File: config.mk
export PLATFORM = sky130hd
export DESIGN_NAME = fetch_stage
export DESIGN_NICKNAME = d
export VERILOG_FILES = /design/src/rtl/fetch_stage.sv
export SDC_FILE = /design/constraint.sdc
export NUM_CORES = 1
export LEC_CHECK = 0
export ABC_CLOCK_PERIOD_IN_PS = 4100
export BUFFER_PORTS_ARGS = -buffer_cell sky130_fd_sc_hd__clkbuf_2
export CAP_MARGIN = 20
export CORE_MARGIN = 4
export CORE_UTILIZATION = 35
export DETAILED_ROUTE_END_ITERATION = 10
export GPL_TIMING_DRIVEN = 0
export MAX_ROUTING_LAYER = met4
export PLACE_DENSITY = 0.69
export SLEW_MARGIN = 25
export SYNTH_ARGS = -nofsm -noshare
export SYNTH_HDL_FRONTEND = slang
export SYNTH_SLANG_ARGS = --single-unit
File: constraint.sdc
create_clock -name clk -period 4.1 [get_ports clk]
set_clock_uncertainty 0.05 [all_clocks]
set_input_delay 0.41 -clock clk [delete_from_list [all_inputs] [get_ports clk]]
set_output_delay 0.41 -clock clk [all_outputs]
set_load 0.05 [all_outputs]
File: src/rtl/fetch_stage.sv
// Instruction fetch stage: PC register, fetch/hold FSM and the IF/ID
// pipeline register feeding decode. Branch and jump redirects, flush
// bubbles and hazard stalls are resolved here each cycle.
module fetch_stage #(
    parameter logic [31:0] RESET_PC = 32'h0000_0000
) (
    input  logic        clk,
    input  logic        rst,
    input  logic        stall,
    input  logic        flush,
    input  logic        branch_taken,
    input  logic [31:0] branch_target,
    input  logic        jump,
    input  logic [25:0] jump_index,
    output logic        imem_req,
    output logic [31:0] imem_addr,
    input  logic [31:0] imem_rdata,
    input  logic        imem_ready,
    output logic [31:0] inst,
    output logic [31:0] pc_plus4,
    output logic        valid
);

    typedef enum logic {
        FETCH = 1'b0,
        HOLD  = 1'b1
    } state_t;

    state_t      state_q, state_d;
    logic [31:0] pc_q, pc_d;
    logic [31:0] inst_q, inst_d;
    logic [31:0] pc_plus4_q, pc_plus4_d;
    logic        valid_q, valid_d;
    logic [31:0] hold_q, hold_d;

    logic [31:0] pc_inc;
    logic [31:0] branch_pc;
    logic [31:0] jump_pc;

    // Redirect targets and the sequential PC; the increment wraps naturally
    // at 32 bits, and the low two address bits are always forced to zero.
    always_comb begin
        pc_inc    = pc_q + 32'd4;
        branch_pc = branch_target & ~32'd3;
        jump_pc   = {pc_plus4_q[31:28], jump_index, 2'b00};
    end

    // Next-state logic: branch beats jump beats flush beats stall.
    always_comb begin
        state_d    = state_q;
        pc_d       = pc_q;
        inst_d     = inst_q;
        pc_plus4_d = pc_plus4_q;
        valid_d    = valid_q;
        hold_d     = hold_q;

        if (branch_taken) begin
            // Any word in flight or parked in the hold buffer is dropped.
            pc_d    = branch_pc;
            valid_d = 1'b0;
            state_d = FETCH;
        end else if (jump) begin
            pc_d    = jump_pc;
            valid_d = 1'b0;
            state_d = FETCH;
        end else begin
            case (state_q)
                FETCH: begin
                    if (imem_ready) begin
                        if (stall) begin
                            // Decode cannot accept yet; park the word.
                            hold_d  = imem_rdata;
                            state_d = HOLD;
                        end else begin
                            inst_d     = imem_rdata;
                            pc_plus4_d = pc_inc;
                            valid_d    = 1'b1;
                            pc_d       = pc_inc;
                        end
                    end else if (!stall) begin
                        // Memory not ready: hand decode a bubble.
                        valid_d = 1'b0;
                    end
                end
                HOLD: begin
                    if (!stall) begin
                        inst_d     = hold_q;
                        pc_plus4_d = pc_inc;
                        valid_d    = 1'b1;
                        pc_d       = pc_inc;
                        state_d    = FETCH;
                    end
                end
                default: state_d = FETCH;
            endcase
            // Flush keeps the PC/state progression but marks IF/ID empty.
            if (flush) begin
                valid_d = 1'b0;
            end
        end
    end

    // State and IF/ID registers; reset takes effect without waiting for clk.
    always_ff @(posedge clk or posedge rst) begin
        if (rst) begin
            state_q    <= FETCH;
            pc_q       <= RESET_PC;
            inst_q     <= 32'h0;
            pc_plus4_q <= 32'h0;
            valid_q    <= 1'b0;
            hold_q     <= 32'h0;
        end else begin
            state_q    <= state_d;
            pc_q       <= pc_d;
            inst_q     <= inst_d;
            pc_plus4_q <= pc_plus4_d;
            valid_q    <= valid_d;
            hold_q     <= hold_d;
        end
    end

    // Outputs; no request is issued while reset is held.
    always_comb begin
        imem_req  = (state_q == FETCH) && !rst;
        imem_addr = pc_q;
        inst      = inst_q;
        pc_plus4  = pc_plus4_q;
        valid     = valid_q;
    end

endmodule

==> run_results.csv, run 1 <==
group,metric,value,unit
status,status,"finished, final reports clean",
final_layout,fin_nets,922,
synth,synth_edf_count,0,
power_and_ir_drop,ir_drop,0.000262,V
final_layout,multi_input_area,2910,µm²
placed_design,port_buffers,188,
placed_design,dp_hpwl,14.7,mm
final_layout,area.growth.synth_to_final,30.5,%
synth,netlist.top_cell.by_area,"dfrtp_1",
worst_setup_path,start_kind,"flop",
clock_tree,cts_root_buf,"clkbuf_16",
final_layout,final_area,8170,µm²
detailed_routing,route.met3.wl,1.17,mm
final_layout,diodes,0,
timing,grt_setup_unrepaired,"no",
global_route,grt_usage,20.1,%
clock_tree,post_cts_buffers,0,
detailed_routing,via_per_inst,5.26,
detailed_routing,highest_layer,"met4",
synth,synthDistinctLibCells,51,
job,maxCapViolCount,0,
timing,slew_headroom,33.1,%
clock_tree,cts_inserted_buffers,17,
placed_design,postPlaceCellArea,7530,µm²
synth,seq_area_frac_synth,50.3,%
floorplan,initial_utilization,36.0,%
worst_setup_path,reg2reg_slack,1.62,ns
synth,synth_flop_cell,"dfrtp_1",
detailed_routing,wl,19.6,mm
detailed_routing,drc,0,
clock_tree,cts_tree,"done",
clock_tree,insertion_delay,0.42,ns
worst_setup_path,r2r_cells,5,
power_and_ir_drop,p_leak,3.78,nW
floorplan,ioPinCount,195,
detailed_routing,routedWlPerCell,18.5,µm
synth,mappedNetlistArea,6260,µm²
detailed_routing,wl_met2,9.35,mm
final_layout,fillers,1735,
synth,synth_most_common_cell,"dfrtp_1",
power_and_ir_drop,power,4.57,mW
detailed_routing,dr.first_iter.drc_count,315,
detailed_routing,antenna_left,0,
hold_path,hold_start,"flush",
timing,setup_viol,0,
global_route,grt_pass1_wl,30.5,mm
synth,synthCells,612,
worst_setup_path,critical_path_class,"reg -> reg",
global_route,grt_start_max_net_pins,75,
synth,async_flop_share,100,%
power_and_ir_drop,power_density,559,nW/µm²
timing,worstMarginPinSlew,1.00,ns
clock_tree,htree_num_levels,4,
clock_tree,cts.sinks,126,
timing,min_period,2.48,ns
synth,netlist_top_cells_count,"dfrtp_1 (126), nand2_1 (94), o21ai_0 (45)",
global_route,antenna_found_initial,0,
global_route,grt.overflow.total,0,
timing,fin_crit_sh,60.6,%
floorplan,core_area,17400,µm²
detailed_routing,vias,5588,
hold_path,worstHoldPathType,"in -> reg",
floorplan,row_count,48,
clock_tree,clock_path_buffers,2,
floorplan,chipWidth,142,µm
final_layout,drive_gt1_share,32.5,%
timing,hold_viol,0,
hold_path,whs_endpoint,"valid",
synth,ys_warn_count,0,
synth,synth_area_leaders,"dfrtp_1 (50%), mux2_2 (6.5%), mux2i_1 (5.8%)",
final_layout,layout.cells.non_filler,1062,
worst_setup_path,worst_ep_required_time,4.33,ns
worst_setup_path,crit_arrival,2.71,ns
timing,final_max_slew_viol_count,0,
final_layout,final-seq-area,3150,µm²
worst_setup_path,r2r_start,"state_q",
synth,synth_top_cell_area_share,50.3,%
detailed_routing,wirelength_met1,8.52,mm
floorplan,die_h,142,µm
timing,fmax,403,MHz
synth,avgSynthCellArea,10.2,µm²
placed_design,gp_congestion,0.914,
placed_design,dp_cells,1029,
global_route,grt_pass1_vias,5530,
clock_tree,path_clk_slew,0.06,ns
worst_setup_path,critical_path.endpoint_type,"flop",
floorplan,dieArea,20100,µm²
worst_setup_path,crit_fanout,10,
clock_tree,ctsResizeCount,0,
synth,ys_seq_elements,126,
hold_path,hold_depth,2,
detailed_routing,dr.pass1.iters,5,
worst_setup_path,worstReg2RegEnd,"imem_addr[21]",
[power by group]
part           leakage, nW  internal (mW)  switching (mW)
Clock                0.299           1.08           0.544
Sequential            1.56           1.48           0.166
Combinational         1.92          0.347           0.954
Total                 3.78           2.91            1.66
[flip-flops by register name, indices dropped and copies added, names as in the netlist]
name and count:
hold_q 32, inst 32, imem_addr 30, pc_plus4 30, state_q 1, valid 1
[repair_timing]
item	in CTS	in global routing
endpoints found under the hold margin	52	0
endpoints found under the setup margin	0	0
hold buffers	1	0
[cell type report]
| class | instances | area share [%] |
|---|---|---|
| clock buffers | 22 | 5.43 |
| multi-input cells | 438 | 35.5 |
| well taps | 225 | 3.44 |
| flip-flops and latches | 126 | 38.6 |
| clock inverters | 10 | 2.30 |
| inverters | 5 | 0.321 |
| repair buffers | 190 | 12.0 |
| plain buffers | 46 | 2.40 |
[per-stage QoR]
stage / setup slack, ns / utilization [%] / setup TNS [ns] / hold WS (ns)
detailed placement: 1.34 / 43.2 / 0 / 0.423
floorplan: 0.284 / - / 0 / 0.429
global placement: -1.38 / 43.0 / -172.97 / 0.413
finish: 1.62 / 46.9 / 0 / 0.0961
global route: 1.47 / 46.9 / 0 / 0.0994
CTS: 1.60 / 46.9 / 0 / 0.0916
[metal layers]
layer	global-route usage [%]	up-vias
met5	-	-
met4	8.48	0
met3	4.58	42
met2	30.0	215
met1	26.4	2729
li1	-	2602
[critical path: stages, from the launching register on]
cell and delay (ns):
dfrtp_1 0.35, buf_2 0.20, o21bai_1 0.82, nand2_1 0.52
o21ai_0 0.30, o22ai_1 0.11
[worst max-delay path by stage]
stage / start / endpoint / cells after the start
after detailed placement: branch_taken / imem_addr[19] / 8
after global routing: state_q / imem_addr[14] / 7
after CTS: state_q / pc_plus4[5] / 7
after floorplan: rst / hold_q[0] / 1
final: state_q / imem_addr[21] / 5
after global placement: rst / pc_plus4[12] / 2
[layout by cell type (no fill, tap or decap), types with 8 or more instances in the layout]
master,synthesis,layout
clkbuf_2,1,189
nand4_1,15,15
a2bb2oi_1,8,8
mux2i_1,36,36
a22oi_1,9,9
mux2_2,36,36
a21oi_1,23,23
o21ai_0,45,45
o21ai_1,33,33
xor2_1,21,21
nand2_1,94,94
clkbuf_1,30,35
clkbuf_16,0,17
nand3_1,14,14
xnor2_1,19,19
nor2_1,17,17
dfrtp_1,126,126
[kinds of logic (layout without fill, tap and decap cells)]
group	count (synthesis)	in the layout	synth area share [%]
buffers and inverters	51	273	3.44
other	1	4	0.0599
xor gates and xnor gates	40	40	5.59
DFF	126	126	50.3
and+or+nand+nor	170	170	13.5
AOI/OAI and AO/OA	147	147	13.9
muxes	76	76	12.9
adders and majority gates	1	1	0.200
Note: power is estimated with default switching activity, not from simulation.
==> inputs of run 2 (changes only) <==
--- a/config.mk
+++ b/config.mk
@@ -5,7 +5,7 @@
 export SDC_FILE = /design/constraint.sdc
 export NUM_CORES = 1
 export LEC_CHECK = 0
-export ABC_CLOCK_PERIOD_IN_PS = 4100
+export ABC_CLOCK_PERIOD_IN_PS = 2200
 export BUFFER_PORTS_ARGS = -buffer_cell sky130_fd_sc_hd__clkbuf_2
 export CAP_MARGIN = 20
 export CORE_MARGIN = 4
@@ -13,7 +13,7 @@
 export DETAILED_ROUTE_END_ITERATION = 10
 export GPL_TIMING_DRIVEN = 0
 export MAX_ROUTING_LAYER = met4
-export PLACE_DENSITY = 0.69
+export PLACE_DENSITY = 0.71
 export SLEW_MARGIN = 25
 export SYNTH_ARGS = -nofsm -noshare
 export SYNTH_HDL_FRONTEND = slang
==> constraint.sdc (replaced) <==
create_clock -name clk -period 2.2 [get_ports clk]
set_clock_uncertainty 0.05 [all_clocks]
set_input_delay 0.22 -clock clk [delete_from_list [all_inputs] [get_ports clk]]
set_output_delay 0.22 -clock clk [all_outputs]
set_load 0.05 [all_outputs]
==> run 2 against run 1 <==
  * Clock power is 65% higher
  * Sequential share of layout area shrank 1.7 points
  * Maximum frequency increased by 16%
  * Design area increased by 5.0%
  * Wire length is 3.4% higher
  * Non-clock buffer count grew 36
  * Utilization up 2.4 points
  * Setup slack got worse by 1.6 ns
  * Die area unchanged
  * Critical path type unchanged
  * Critical endpoint is now imem_addr[13]
==> run_results.csv, run 2 (synthesis gave the netlist of run 1 again) <==
group,metric,value,unit
placed_design,dp_cells,1032,
placed_design,dp_slack,-0.382,ns
final_layout,layout.cells.non_filler,1099,
worst_setup_path,start_kind,"flop",
placed_design,postPlaceCellArea,7600,µm²
power_and_ir_drop,comb_power_share,30.5,%
worst_setup_path,cp_common_cell,"or3_1",
status,status,"finished, final reports clean",
power_and_ir_drop,swShare,39.1,%
power_and_ir_drop,power_density,964,nW/µm²
hold_path,worstHoldPathType,"in -> reg",
detailed_routing,drc,0,
clock_tree,clock_path_buffers,2,
floorplan,core_area,17400,µm²
timing,final_max_slew_viol_count,0,
detailed_routing,vias,5710,
clock_tree,cts_tree,"done",
floorplan,die_h,142,µm
worst_setup_path,cp_cell_sequence,"buf_2, nand4_1, or3_1, clkbuf_1, or3_1, o211ai_1, a31oi_1",
worst_setup_path,cp_slowest_stage_delay,0.41,ns
final_layout,final-seq-area,3170,µm²
timing,setup_viol,0,
floorplan,chipWidth,142,µm
final_layout,drive_gt1_share,37.0,%
final_layout,fin_nets,958,
floorplan,row_count,48,
global_route,grt_start_max_net_pins,31,
placed_design,dp_hpwl,15.0,mm
worst_setup_path,crit_slowest_cell,"or3_1",
clock_tree,cts_root_buf,"clkbuf_16",
power_and_ir_drop,p_int,5.04,mW
detailed_routing,antenna_left,0,
detailed_routing,dr.pass1.iters,4,
final_layout,area.growth.synth_to_final,37.1,%
clock_tree,cts_inserted_buffers,17,
power_and_ir_drop,ir_drop,0.000536,V
detailed_routing,dr.first_iter.drc_count,415,
detailed_routing,routedWlPerCell,18.4,µm
timing,min_period,2.15,ns
worst_setup_path,critical_path_class,"reg -> reg",
worst_setup_path,worst_ep_required_time,2.43,ns
worst_setup_path,crit_fanout,6,
clock_tree,insertion_delay,0.42,ns
final_layout,multi_input_area,2960,µm²
timing,fmax,465,MHz
floorplan,ioPinCount,195,
detailed_routing,wl,20.3,mm
power_and_ir_drop,p_sw,3.24,mW
floorplan,initial_utilization,36.0,%
clock_tree,path_clk_slew,0.06,ns
timing,fin_crit_sh,97.7,%
timing,worstMarginPinSlew,0.775,ns
timing,layout_setup_ws,0.0514,ns
global_route,grt.overflow.total,0,
global_route,antenna_found_initial,1,
clock_tree,cts.sinks,126,
timing,hold_viol,0,
power_and_ir_drop,p_leak,3.98,nW
timing,grt_setup_unrepaired,"yes",
worst_setup_path,crit_arrival,2.37,ns
power_and_ir_drop,pwr-share-clk,32.4,%
global_route,grt_pass1_vias,5695,
global_route,grt_usage,20.4,%
final_layout,fillers,1671,
detailed_routing,via_per_inst,5.20,
floorplan,dieArea,20100,µm²
final_layout,mostFrequentLayoutCells,"clkbuf_2 (203), dfrtp_1 (113), nand2_1 (94)",
timing,slew_headroom,48.3,%
power_and_ir_drop,seq_power_share,37.1,%
final_layout,final_util,49.3,%
final_layout,final_area,8580,µm²
placed_design,port_buffers,188,
placed_design,gp_congestion,0.932,
clock_tree,htree_num_levels,4,
global_route,grt_pass1_wl,31.1,mm
final_layout,final_common_cell,"clkbuf_2",
worst_setup_path,critical_path.endpoint_type,"flop",
job,maxCapViolCount,0,
run 2: cell count changes in the layout (fill, tap and decap cells not counted), moves of 2 or more:
cell           before  now
buf_1               5    3
buf_12              0    4
buf_4               4   13
bufinv_16           5    1
clkbuf_1           35   16
clkbuf_2          189  203
clkinv_2            1    3
clkinvlp_4          2    4
dfrtp_1           126  113
dfrtp_2             0   13
dlygate4sd3_1       1   27
inv_6               0    5
nor2_1             17   15
nor2_2              0    2
run 2: path summary, 6_finish.rpt:
check | from | end | slack [ns] | depth (start not counted)
hold / removal | branch_target[13] | imem_addr[13] | 0.01 | 3
hold reg to reg | inst[21] | inst[21] | 0.43 | 2
setup reg to reg | imem_addr[10] | imem_addr[13] | 0.05 | 7
min in group asynchronous | rst | inst[6] | 0.36 | 3
setup / recovery | imem_addr[10] | imem_addr[13] | 0.05 | 7
max in group asynchronous | rst | hold_q[25] | 0.97 | 5
run 2: area by class of cell:
cell class                 count  share of cell area, %
sequential                   126                   36.9
multi-input combinational    438                   34.5
timing repair buffer         228                   16.1
clock buffer                  17                   4.96
tap                          225                   3.28
buffer                        44                   2.43
clock inverter                15                   1.60
inverter                       5                  0.262
antenna                        1                 0.0292
run 2: repair_timing:
item,in CTS,in global routing
pin swaps,0,4
buffers inserted,2,7
hold buffers,27,0
resized for setup,9,28
setup endpoints to repair,83,64
endpoints found under the hold margin,47,0
run 2: critical path: cells and delay by family, from the launching register on:
kind,cells,cell delay [ns]
flops,1,0.35
buf+inv,2,0.35
compound gates,2,0.20
simple gates,3,1.05
run 2: power by group through the flow:
| stage | Clock (mW) | Sequential [mW] | Combinational, mW |
|---|---|---|---|
| final | 2.68 | 3.07 | 2.52 |
| after global routing | 2.84 | 3.13 | 2.68 |
| after CTS | 2.73 | 3.06 | 2.52 |
| after detailed placement | 0 | 3.11 | 2.46 |
| after global placement | 0 | 3.08 | 2.41 |
| after floorplan | 0 | 4.14 | 0.692 |
run 2: metal layers:
metal | track usage, % | wire [µm] | up-vias
li1 | - | - | 2668
met5 | - | 0 | -
met3 | 4.99 | 1270 | 38
met2 | 31.5 | 9830 | 209
met1 | 26.5 | 8700 | 2795
met4 | 7.02 | 474 | 0
run 2: through the flow:
stage,hold slack [ns],TNS (ns),power (mW)
after global placement,0.331,-89.24,5.49
after floorplan,0.243,0,4.84
after CTS,0.000315,0,8.31
final,0.0142,0,8.28
after global routing,0.00536,-0.0863,8.64
after detailed placement,0.250,-17.21,5.57
